$ cat config.mk
export PLATFORM = sky130hd
export DESIGN_NAME = fir_controller
export DESIGN_NICKNAME = d
export VERILOG_FILES = /design/src/rtl/fir_pkg.sv /design/src/rtl/fir_controller.sv
export SDC_FILE = /design/constraint.sdc
export NUM_CORES = 1
export LEC_CHECK = 0
export ABC_AREA = 1
export CAP_MARGIN = 20
export CORE_MARGIN = 3
export CORE_UTILIZATION = 43
export CTS_CLUSTER_SIZE = 10
export DETAILED_ROUTE_END_ITERATION = 16
export PLACE_DENSITY = 0.77
export SLEW_MARGIN = 20
export SYNTH_ARGS = -nofsm -noshare
export SYNTH_HDL_FRONTEND = slang
export SYNTH_SLANG_ARGS = --single-unit
$ cat constraint.sdc
create_clock -name clk -period 1.65 [get_ports clk]
set_clock_uncertainty 0.2 [all_clocks]
set_input_delay 0.165 -clock clk [delete_from_list [all_inputs] [get_ports clk]]
set_output_delay 0.165 -clock clk [all_outputs]
set_load 0.05 [all_outputs]
$ cat src/rtl/fir_pkg.sv
// Shared types and register-index constants for the FIR sequencing controller.
// Opcodes and register numbers match the datapath's encoding.
package fir_pkg;

    typedef enum logic [2:0] {
        OP_NOP   = 3'd0,
        OP_COPY  = 3'd1,
        OP_LOAD1 = 3'd2,
        OP_LOAD2 = 3'd3,
        OP_ADD   = 3'd4,
        OP_SUB   = 3'd5,
        OP_MUL   = 3'd6
    } op_t;

    typedef enum logic [4:0] {
        S_IDLE,
        S_EIDLE,
        S_LOADC,
        S_STORE,
        S_SH3,
        S_SH2,
        S_SH1,
        S_SH0,
        S_ZERO,
        S_MUL1,
        S_ADD1,
        S_MUL2,
        S_ADD2,
        S_MUL3,
        S_ADD3,
        S_MUL4,
        S_ADD4
    } state_t;

    localparam logic [3:0] R0  = 4'd0;
    localparam logic [3:0] R1  = 4'd1;
    localparam logic [3:0] R2  = 4'd2;
    localparam logic [3:0] R3  = 4'd3;
    localparam logic [3:0] R4  = 4'd4;
    localparam logic [3:0] R5  = 4'd5;
    localparam logic [3:0] R6  = 4'd6;
    localparam logic [3:0] R7  = 4'd7;
    localparam logic [3:0] R8  = 4'd8;
    localparam logic [3:0] R9  = 4'd9;
    localparam logic [3:0] R10 = 4'd10;

    function automatic logic [3:0] coef_reg(input logic [1:0] n);
        return R6 + {2'b00, n};
    endfunction

endpackage

$ cat src/rtl/fir_controller.sv
// Moore sequencer driving a 4-tap FIR datapath: coefficient loads,
// sample shift, and multiply-accumulate with overflow trap.
module fir_controller
    import fir_pkg::*;
(
    input  logic       clk,
    input  logic       n_reset,
    input  logic       data_ready,
    input  logic       load_coeff,
    input  logic [1:0] coefficient_num,
    input  logic       overflow,
    output logic       modwait,
    output logic       err,
    output logic [2:0] op,
    output logic [3:0] src1,
    output logic [3:0] src2,
    output logic [3:0] dest,
    output logic       cnt_up
);

    state_t     state_q, state_d;
    logic [1:0] coef_q, coef_d;
    op_t        op_c;

    always_ff @(posedge clk or negedge n_reset) begin
        if (!n_reset) begin
            state_q <= S_IDLE;
            coef_q  <= 2'd0;
        end else begin
            state_q <= state_d;
            coef_q  <= coef_d;
        end
    end

    // Coefficient index is latched on acceptance so LOADC stays Moore.
    always_comb begin
        state_d = state_q;
        coef_d  = coef_q;
        case (state_q)
            S_IDLE, S_EIDLE: begin
                if (load_coeff) begin
                    state_d = S_LOADC;
                    coef_d  = coefficient_num;
                end else if (data_ready) begin
                    state_d = S_STORE;
                end
            end
            S_LOADC: state_d = S_IDLE;
            S_STORE: state_d = data_ready ? S_SH3 : S_IDLE;
            S_SH3:   state_d = S_SH2;
            S_SH2:   state_d = S_SH1;
            S_SH1:   state_d = S_SH0;
            S_SH0:   state_d = S_ZERO;
            S_ZERO:  state_d = S_MUL1;
            S_MUL1:  state_d = S_ADD1;
            S_ADD1:  state_d = overflow ? S_EIDLE : S_MUL2;
            S_MUL2:  state_d = S_ADD2;
            S_ADD2:  state_d = overflow ? S_EIDLE : S_MUL3;
            S_MUL3:  state_d = S_ADD3;
            S_ADD3:  state_d = overflow ? S_EIDLE : S_MUL4;
            S_MUL4:  state_d = S_ADD4;
            S_ADD4:  state_d = overflow ? S_EIDLE : S_IDLE;
            default: state_d = S_IDLE;
        endcase
    end

    always_comb begin
        modwait = 1'b1;
        err     = 1'b0;
        op_c    = OP_NOP;
        src1    = R0;
        src2    = R0;
        dest    = R0;
        cnt_up  = 1'b0;
        case (state_q)
            S_IDLE:  modwait = 1'b0;
            S_EIDLE: begin
                modwait = 1'b0;
                err     = 1'b1;
            end
            S_LOADC: begin
                op_c = OP_LOAD2;
                dest = coef_reg(coef_q);
            end
            S_STORE: begin
                op_c   = OP_LOAD1;
                dest   = R5;
                cnt_up = 1'b1;
            end
            S_SH3: begin
                op_c = OP_COPY;
                src1 = R3;
                dest = R4;
            end
            S_SH2: begin
                op_c = OP_COPY;
                src1 = R2;
                dest = R3;
            end
            S_SH1: begin
                op_c = OP_COPY;
                src1 = R1;
                dest = R2;
            end
            S_SH0: begin
                op_c = OP_COPY;
                src1 = R5;
                dest = R1;
            end
            S_ZERO: op_c = OP_SUB;
            S_MUL1: begin
                op_c = OP_MUL;
                src1 = R1;
                src2 = R6;
                dest = R10;
            end
            S_MUL2: begin
                op_c = OP_MUL;
                src1 = R2;
                src2 = R7;
                dest = R10;
            end
            S_MUL3: begin
                op_c = OP_MUL;
                src1 = R3;
                src2 = R8;
                dest = R10;
            end
            S_MUL4: begin
                op_c = OP_MUL;
                src1 = R4;
                src2 = R9;
                dest = R10;
            end
            S_ADD1, S_ADD2, S_ADD3, S_ADD4: begin
                op_c = OP_ADD;
                src2 = R10;
            end
            default: modwait = 1'b0;
        endcase
    end

    assign op = op_c;

endmodule

==> summary.txt, run 1 <==
Floorplanning
  – # rows: 13
  – Die Y: 46.5 um
  – Starting Density: 49.8%
  – Top Ports: 25
  – Die Width: 46.5 um

Synthesis
  – Post-synthesis sequential area ratio: 24.9%
  – Avg Cell Area, Syn: 5.97 sq um
  – Mapped Cells: 118
  – Synth warnings: 0
  – EDFF count, synth: 0
  – Seq cells post-synth: 7
  – Synthesized area: 704 sq um
  – Post-synth ARST share: 100%
  – Predominant post-synthesis flop cell: dfrtp_1
  – Post-Syn Nets: 125
  – Distinct cells, synth: 24

Place
  – Dpl hpwl: 2980 um
  – IO buf count: 23
  – GPL Wtd Cong: 0.970

Run status
  – Last step reached: detailed placement (3_5_place_dp)
  – Status: did not finish
  – First reported error: [ERROR DPL-0033] detailed placement checks failed during check placement.
==> synthesized netlist by cell type, types with 2 or more instances <==
cell type / instances / area (sq um)
nand2_2: 4 / 25.0
nor2_2: 2 / 12.5
o21ai_0: 3 / 15.0
a21oi_1: 3 / 15.0
nand2_1: 33 / 124
nor2_1: 17 / 63.8
inv_2: 2 / 7.51
dfrtp_1: 7 / 175
inv_1: 18 / 67.6
nor2_4: 2 / 22.5
nor3_1: 2 / 10.0
nand4_1: 3 / 18.8
nand3_1: 9 / 45.0
buf_4: 3 / 22.5
==> stage by stage <==
step	std cells	TNS, ns	setup WS (ns)	hold WS [ns]
3_3_place_gp	182	-0.605	-0.103	0.234
2_1_floorplan	118	-0.892	-0.192	-0.331
==> kinds of logic after synthesis <==
| group | Yosys count | synth area share (%) |
|---|---|---|
| and+or+nand+nor | 75 | 49.6 |
| buffers and inverters | 24 | 15.5 |
| AOI/OAI and AO/OA | 11 | 9.59 |
| DFF | 7 | 24.9 |
| other | 1 | 0.532 |
==> run 2: changes to the inputs <==
CORE_AREA = 3 3 64 66   (was default)
CORE_MARGIN = default   (was 3)
CORE_UTILIZATION = default   (was 43)
CTS_CLUSTER_SIZE = default   (was 10)
DIE_AREA = 0 0 67 69   (was default)
PLACE_DENSITY = default   (was 0.77)
PLACE_DENSITY_LB_ADDON = 0.15   (was default)
==> summary.txt, run 2 <==
Synthesis
  – Post-synth ARST share: 100% (unchanged)
  – Avg Cell Area, Syn: 5.97 sq um (unchanged)
  – Main combinational cell family by area after synthesis: simple AND/OR/NAND/NOR gates (unchanged)
  – Post-synthesis sequential area ratio: 24.9% (unchanged)
  – Post-synthesis compound-gate area fraction: 9.59% (unchanged)
  – Top-area cell type share of the netlist area: 24.9% (unchanged)
  – Seq cells post-synth: 7 (unchanged)
  – Post-Syn Nets: 125 (unchanged)
  – Leading area contributor after synthesis: dfrtp_1 (unchanged)
  – Proportion of synthesized area in mux cells: 0% (unchanged)
  – EDFF count, synth: 0 (unchanged)
  – Most common cell in the netlist: nand2_1 (unchanged)
  – Predominant post-synthesis flop cell: dfrtp_1 (unchanged)
  – Mapped Cells: 118 (unchanged)
  – Post-Synth XOR/XNOR Area: 0% (unchanged)
  – Distinct cells, synth: 24 (unchanged)
  – Adder-cell share of the synthesized area: 0% (unchanged)
  – Synth warnings: 0 (unchanged)
  – Top post-synthesis cells by count: nand2_1 (33), inv_1 (18), nor2_1 (17) (unchanged)
  – Simple-Gate Fraction of Synth Area: 49.6% (unchanged)
  – Synth top area cells: dfrtp_1 (25%), nand2_1 (18%), inv_1 (9.6%) (unchanged)
  – Synthesized area: 704 sq um (unchanged)

Final layout
  – Fill cell count: 340
  – Design area: 1830 sq um
  – Largest Register: state_q
  – Antenna diodes: 0
  – Area Growth Syn to Fin: 160%
  – Commonest non-fill, non-tap cell in the layout: buf_4
  – Top flop regs: state_q: 5 flops, coef_q: 2 flops
  – Final Util: 50.3%
  – Largest register FFs: 5
  – Commonest non-fill, non-tap cells in the layout: buf_4 (40), nand2_1 (17), nand2_2 (16), buf_12 (16), buf_6 (10)
  – Layout cells sized above 1: 68.9%
  – Final Net Count: 198

Global routing
  – Global route overflow: 0
  – Initial antenna violation count: 0
  – Vias in the first global route: 1084
  – Largest net degree at the start of global routing: 9
  – Global-route wire length before repair: 4750 um
  – GRT Util Overall: 13.2%

Place
  – IO buf count: 23 (unchanged)
  – DP Area: 1470 sq um
  – Dpl hpwl: 2170 um (was 2980 um)
  – GPL Wtd Cong: 0.806 (was 0.970)

Worst setup path
  – Worst Path Required: 1.28 ns
  – Reg-to-reg endpoint: state_q[0]
  – CP arrival: 1.55 ns
  – R2R setup slack: 0.02 ns
  – Critical-path top delay cell: dfrtp_2
  – Crit Path Max Fanout: 6
  – CP Capture Type: primary output
  – Setup crit start kind: flop
  – Worst r2r src: state_q[0]
  – CP cell instances: inv_2, nand2_4, nor2_4, nand2_2, inv_4, nand2_4, o311ai_4, buf_12
  – Setup Crit Path Kind: reg -> out
  – Most prevalent standard cell on the critical path: nand2_4
  – Crit-path max cell delay: 0.48 ns
  – FF-to-FF path depth: 10

Routing
  – WL final: 2940 um
  – Routed via count: 1024
  – Starting DRT DRC Count: 37
  – DR pass1 iterations: 4
  – Antenna-violating nets left: 0
  – Routed wire length per instance: 12.3 um
  – Drt drc: 0
  – Number of vias per cell: 4.30

Clock tree
  – CTS H-tree lvls: 1
  – CTS tree: done
  – Clk_lat worst skew: 0.23 ns
  – Max clock buf depth: 2
  – Root Driver: clkbuf_8
  – Clock slew at reported path FFs: 0.04 ns
  – Total CTS buffers: 3
  – Sink Count: 7
  – CTS Hold Bufs: 0

STA
  – Final setup fails: 16
  – Achievable frequency: 521 MHz
  – Fin Hold WS: 0.000773 ns
  – Final Hold Fails: 0
  – Period Utilization, post-route: 116%
  – Unrepaired setup endpoints after global routing: true
  – Max-slew violations: 0
  – Fin crit period: 1.92 ns
  – Setup ws final: -0.269 ns
  – Setup TNS: -3.33 ns

Floorplanning
  – Core area: 3630 sq um
  – Die Y: 69 um (was 46.5 um)
  – # rows: 22 (was 13)
  – Die ar.: 4620 sq um
  – Starting Density: 19.4% (was 49.8%)
  – Die Width: 67 um (was 46.5 um)
  – Top Ports: 25 (unchanged)

Run status
  – Failing checks: setup timing
  – Status: finished with violations (was did not finish)

Hold path
  – Min-delay worst type: in -> async

Flow run
  – Max-cap violations: 0
==> run 2: worst max path at each step <==
stage | startpoint | to | slack, ns | depth (start not counted)
finish | state_q[0] | dest[1] | -0.27 | 8
global route | state_q[0] | dest[1] | -0.34 | 8
CTS | state_q[2] | modwait | -0.25 | 7
detailed placement | state_q[0] | src2[1] | -0.17 | 8
global placement | state_q[0] | src2[1] | -0.18 | 8
floorplan | state_q[0] | src1[1] | -0.19 | 5
==> run 2: repair_timing <==
action / CTS / global route
gates cloned: 0 / 0
endpoints found under the setup margin: 18 / 21
buffers inserted: 11 / 2
resized for setup: 41 / 26
pin swaps: 13 / 17
==> run 2: kinds of logic after synthesis <==
| family | Yosys count |
|---|---|
| buffers and inverters | 24 |
| AO/OA/AOI/OAI | 11 |
| flip-flops | 7 |
| AND/OR/NAND/NOR | 75 |
| other | 1 |
==> run 2: per-stage QoR <==
step	worst slack (ns)	instances
2_1_floorplan	-0.192	118
3_3_place_gp	-0.177	222
3_5_place_dp	-0.174	222
4_1_cts	-0.254	236
5_1_grt	-0.338	238
6_report	-0.269	238
==> run 2: layer usage <==
layer | GRT usage [%] | up-vias | part of all wire (%)
li1 | - | 514 | -
met1 | 16.1 | 477 | 43
met2 | 22.9 | 25 | 52
met3 | 0.977 | 8 | 3.1
met4 | 5.63 | 0 | 2.0
met5 | 0 | - | 0
==> run 2: critical path, delay by kind of cell, from the launching register on <==
kind	cells	cell delay (ns)
buffers and inverters	3	0.39
DFF	1	0.48
and+or+nand+nor	4	0.36
AOI/OAI and AO/OA	1	0.10
==> run 2: area by class of cell <==
class	instances	area (sq um)	share of cell area, %
multi-input cells	87	666	36.4
well taps	48	60.1	3.28
clock buffers	4	45.0	2.46
inverters	20	85.1	4.65
flip-flops and latches	7	180	9.85
repair buffers	72	793	43.4
Power of run 2 is left out: the tool's default activity adds up to more than one toggle a clock period on the data nets, which glitch-free logic cannot reach.
==> run 3: changes to the inputs <==
CORE_AREA = 2 2 63 65   (was 3 3 64 66)
CTS_BUF_LIST = sky130_fd_sc_hd__clkbuf_4 sky130_fd_sc_hd__clkbuf_8   (was default)
DIE_AREA = 0 0 65 67   (was 0 0 67 69)
==> summary.txt, run 3 (synthesis gave the netlist of run 2 again) <==
Place
  – GPL Wtd Cong: 0.826 (was 0.806)
  – IO buf count: 23 (unchanged)
  – Dpl hpwl: 2190 um (was 2170 um)

STA
  – Setup ws final: -0.295 ns (was -0.269 ns)
  – Final Hold Fails: 0 (unchanged)
  – Achievable frequency: 514 MHz (was 521 MHz)
  – Unrepaired setup endpoints after global routing: true (unchanged)
  – Max-slew violations: 0 (unchanged)
  – Final setup fails: 16 (unchanged)
  – Period Utilization, post-route: 118% (was 116%)
  – Fin crit period: 1.95 ns (was 1.92 ns)

Floorplanning
  – Die Y: 67 um (was 69 um)
  – Die Width: 65 um (was 67 um)
  – Starting Density: 19.5% (was 19.4%)
  – Core area: 3610 sq um (was 3630 sq um)
  – # rows: 22 (unchanged)
  – Top Ports: 25 (unchanged)
  – Die ar.: 4360 sq um (was 4620 sq um)

Routing
  – Drt drc: 0 (unchanged)
  – Antenna-violating nets left: 0 (unchanged)
  – Starting DRT DRC Count: 16 (was 37)
  – DR pass1 iterations: 4 (unchanged)
  – Number of vias per cell: 4.26 (was 4.30)
  – WL final: 2730 um (was 2940 um)
  – Routed wire length per instance: 11.6 um (was 12.3 um)
  – Routed via count: 998 (was 1024)

Run status
  – Status: finished with violations (unchanged)
  – Failing checks: setup timing (unchanged)

Worst setup path
  – Worst r2r src: state_q[3] (was state_q[0])
  – Setup crit start kind: flop (unchanged)
  – R2R setup slack: -0.01 ns (was 0.02 ns)
  – Reg-to-reg endpoint: state_q[0] (unchanged)
  – FF-to-FF path depth: 8 (was 10)
  – CP Capture Type: primary output (unchanged)
  – Setup Crit Path Kind: reg -> out (unchanged)
  – Crit Path Max Fanout: 7 (was 6)
  – CP arrival: 1.58 ns (was 1.55 ns)
  – Worst Path Required: 1.28 ns (about the same)

Clock tree
  – Clk_lat worst skew: 0.24 ns (was 0.23 ns)
  – Total CTS buffers: 3 (unchanged)
  – CTS H-tree lvls: 1 (unchanged)
  – Max clock buf depth: 2 (unchanged)
  – Root Driver: clkbuf_8 (unchanged)
  – CTS tree: done (unchanged)
  – Clock slew at reported path FFs: 0.04 ns (about the same)
  – Sink Count: 7 (unchanged)

Final layout
  – Final Util: 50.3% (about the same)
  – Area Growth Syn to Fin: 157% (was 160%)
  – Antenna diodes: 0 (unchanged)
  – Largest Register: state_q (unchanged)
  – Final Net Count: 194 (was 198)
  – Largest register FFs: 5 (unchanged)
  – Fill cell count: 328 (was 340)
  – Top flop regs: state_q: 5 flops, coef_q: 2 flops (unchanged)
  – Commonest non-fill, non-tap cell in the layout: buf_4 (unchanged)
  – Commonest non-fill, non-tap cells in the layout: buf_4 (38), nand2_1 (19), buf_12 (16) (was buf_4 (40), nand2_1 (17), nand2_2 (16), buf_12 (16), buf_6 (10))
  – Layout cells sized above 1: 68.3% (was 68.9%)

Global routing
  – Vias in the first global route: 962 (was 1084)
  – GRT Util Overall: 13.3% (was 13.2%)
  – Global-route wire length before repair: 4330 um (was 4750 um)
  – Global route overflow: 0 (unchanged)
  – Initial antenna violation count: 0 (unchanged)
  – Largest net degree at the start of global routing: 9 (unchanged)

Flow run
  – Max-cap violations: 0 (unchanged)

Hold path
  – Min-delay worst type: in -> async (unchanged)
## run 3: cell types whose count changed in the layout (fill, tap and decap cells not counted), sizes merged
cell,delta
buf,-5
clkbuf,+1
## run 3: worst max path at each step
stage,startpoint,endpoint,slack (ns),cells past startpoint
finish,state_q[0],dest[1],-0.30,8
global route,state_q[0],dest[1],-0.37,8
CTS,state_q[3],modwait,-0.30,6
detailed placement,state_q[0],src2[3],-0.19,8
global placement,state_q[0],src2[3],-0.18,8
floorplan,state_q[0],src1[1],-0.19,5
## run 3: repair_timing
action / CTS / global route
endpoints found under the setup margin: 17 / 20
gates resized for setup: 41 / 26
setup buffers: 6 / 3
gates cloned: 0 / 0
pin swaps: 8 / 14
hold buffers: 0 / 0
## run 3: metal layers
metal / wire, um / track usage (%)
met5: 0 / 0
met4: 87 / 8.24
met3: 111 / 1.35
met1: 1210 / 16.2
met2: 1320 / 22.3
## run 3: cell type report
class	instances	area (sq um)	area share [%]
clock buffers	4	48.8	2.69
inverters	20	82.6	4.55
flip-flops and latches	7	180	9.94
well taps	48	60.1	3.31
multi-input cells	87	668	36.9
repair buffers	68	773	42.7
## run 3: metrics by stage
step	hold WS (ns)	setup WS [ns]	area, sq um	cells	TNS [ns]
floorplan	-0.331	-0.192	777	118	-0.892
global placement	0.253	-0.176	1480	222	-1.19
detailed placement	0.263	-0.189	1480	222	-1.21
CTS	0.0152	-0.296	1730	232	-3.32
global route	0.0216	-0.365	1810	234	-4.50
finish	0.00434	-0.295	1810	234	-3.33
## run 3: worst max-delay path, cell delays in order (launching register included)
cell and delay (ns):
dfrtp_2 0.48, inv_2 0.11, nand2_4 0.06, nor2_4 0.18, nand2_4 0.08, inv_4 0.10
nand2_4 0.07, o311ai_4 0.08, buf_12 0.18
Power of run 3 is left out for the same reason.
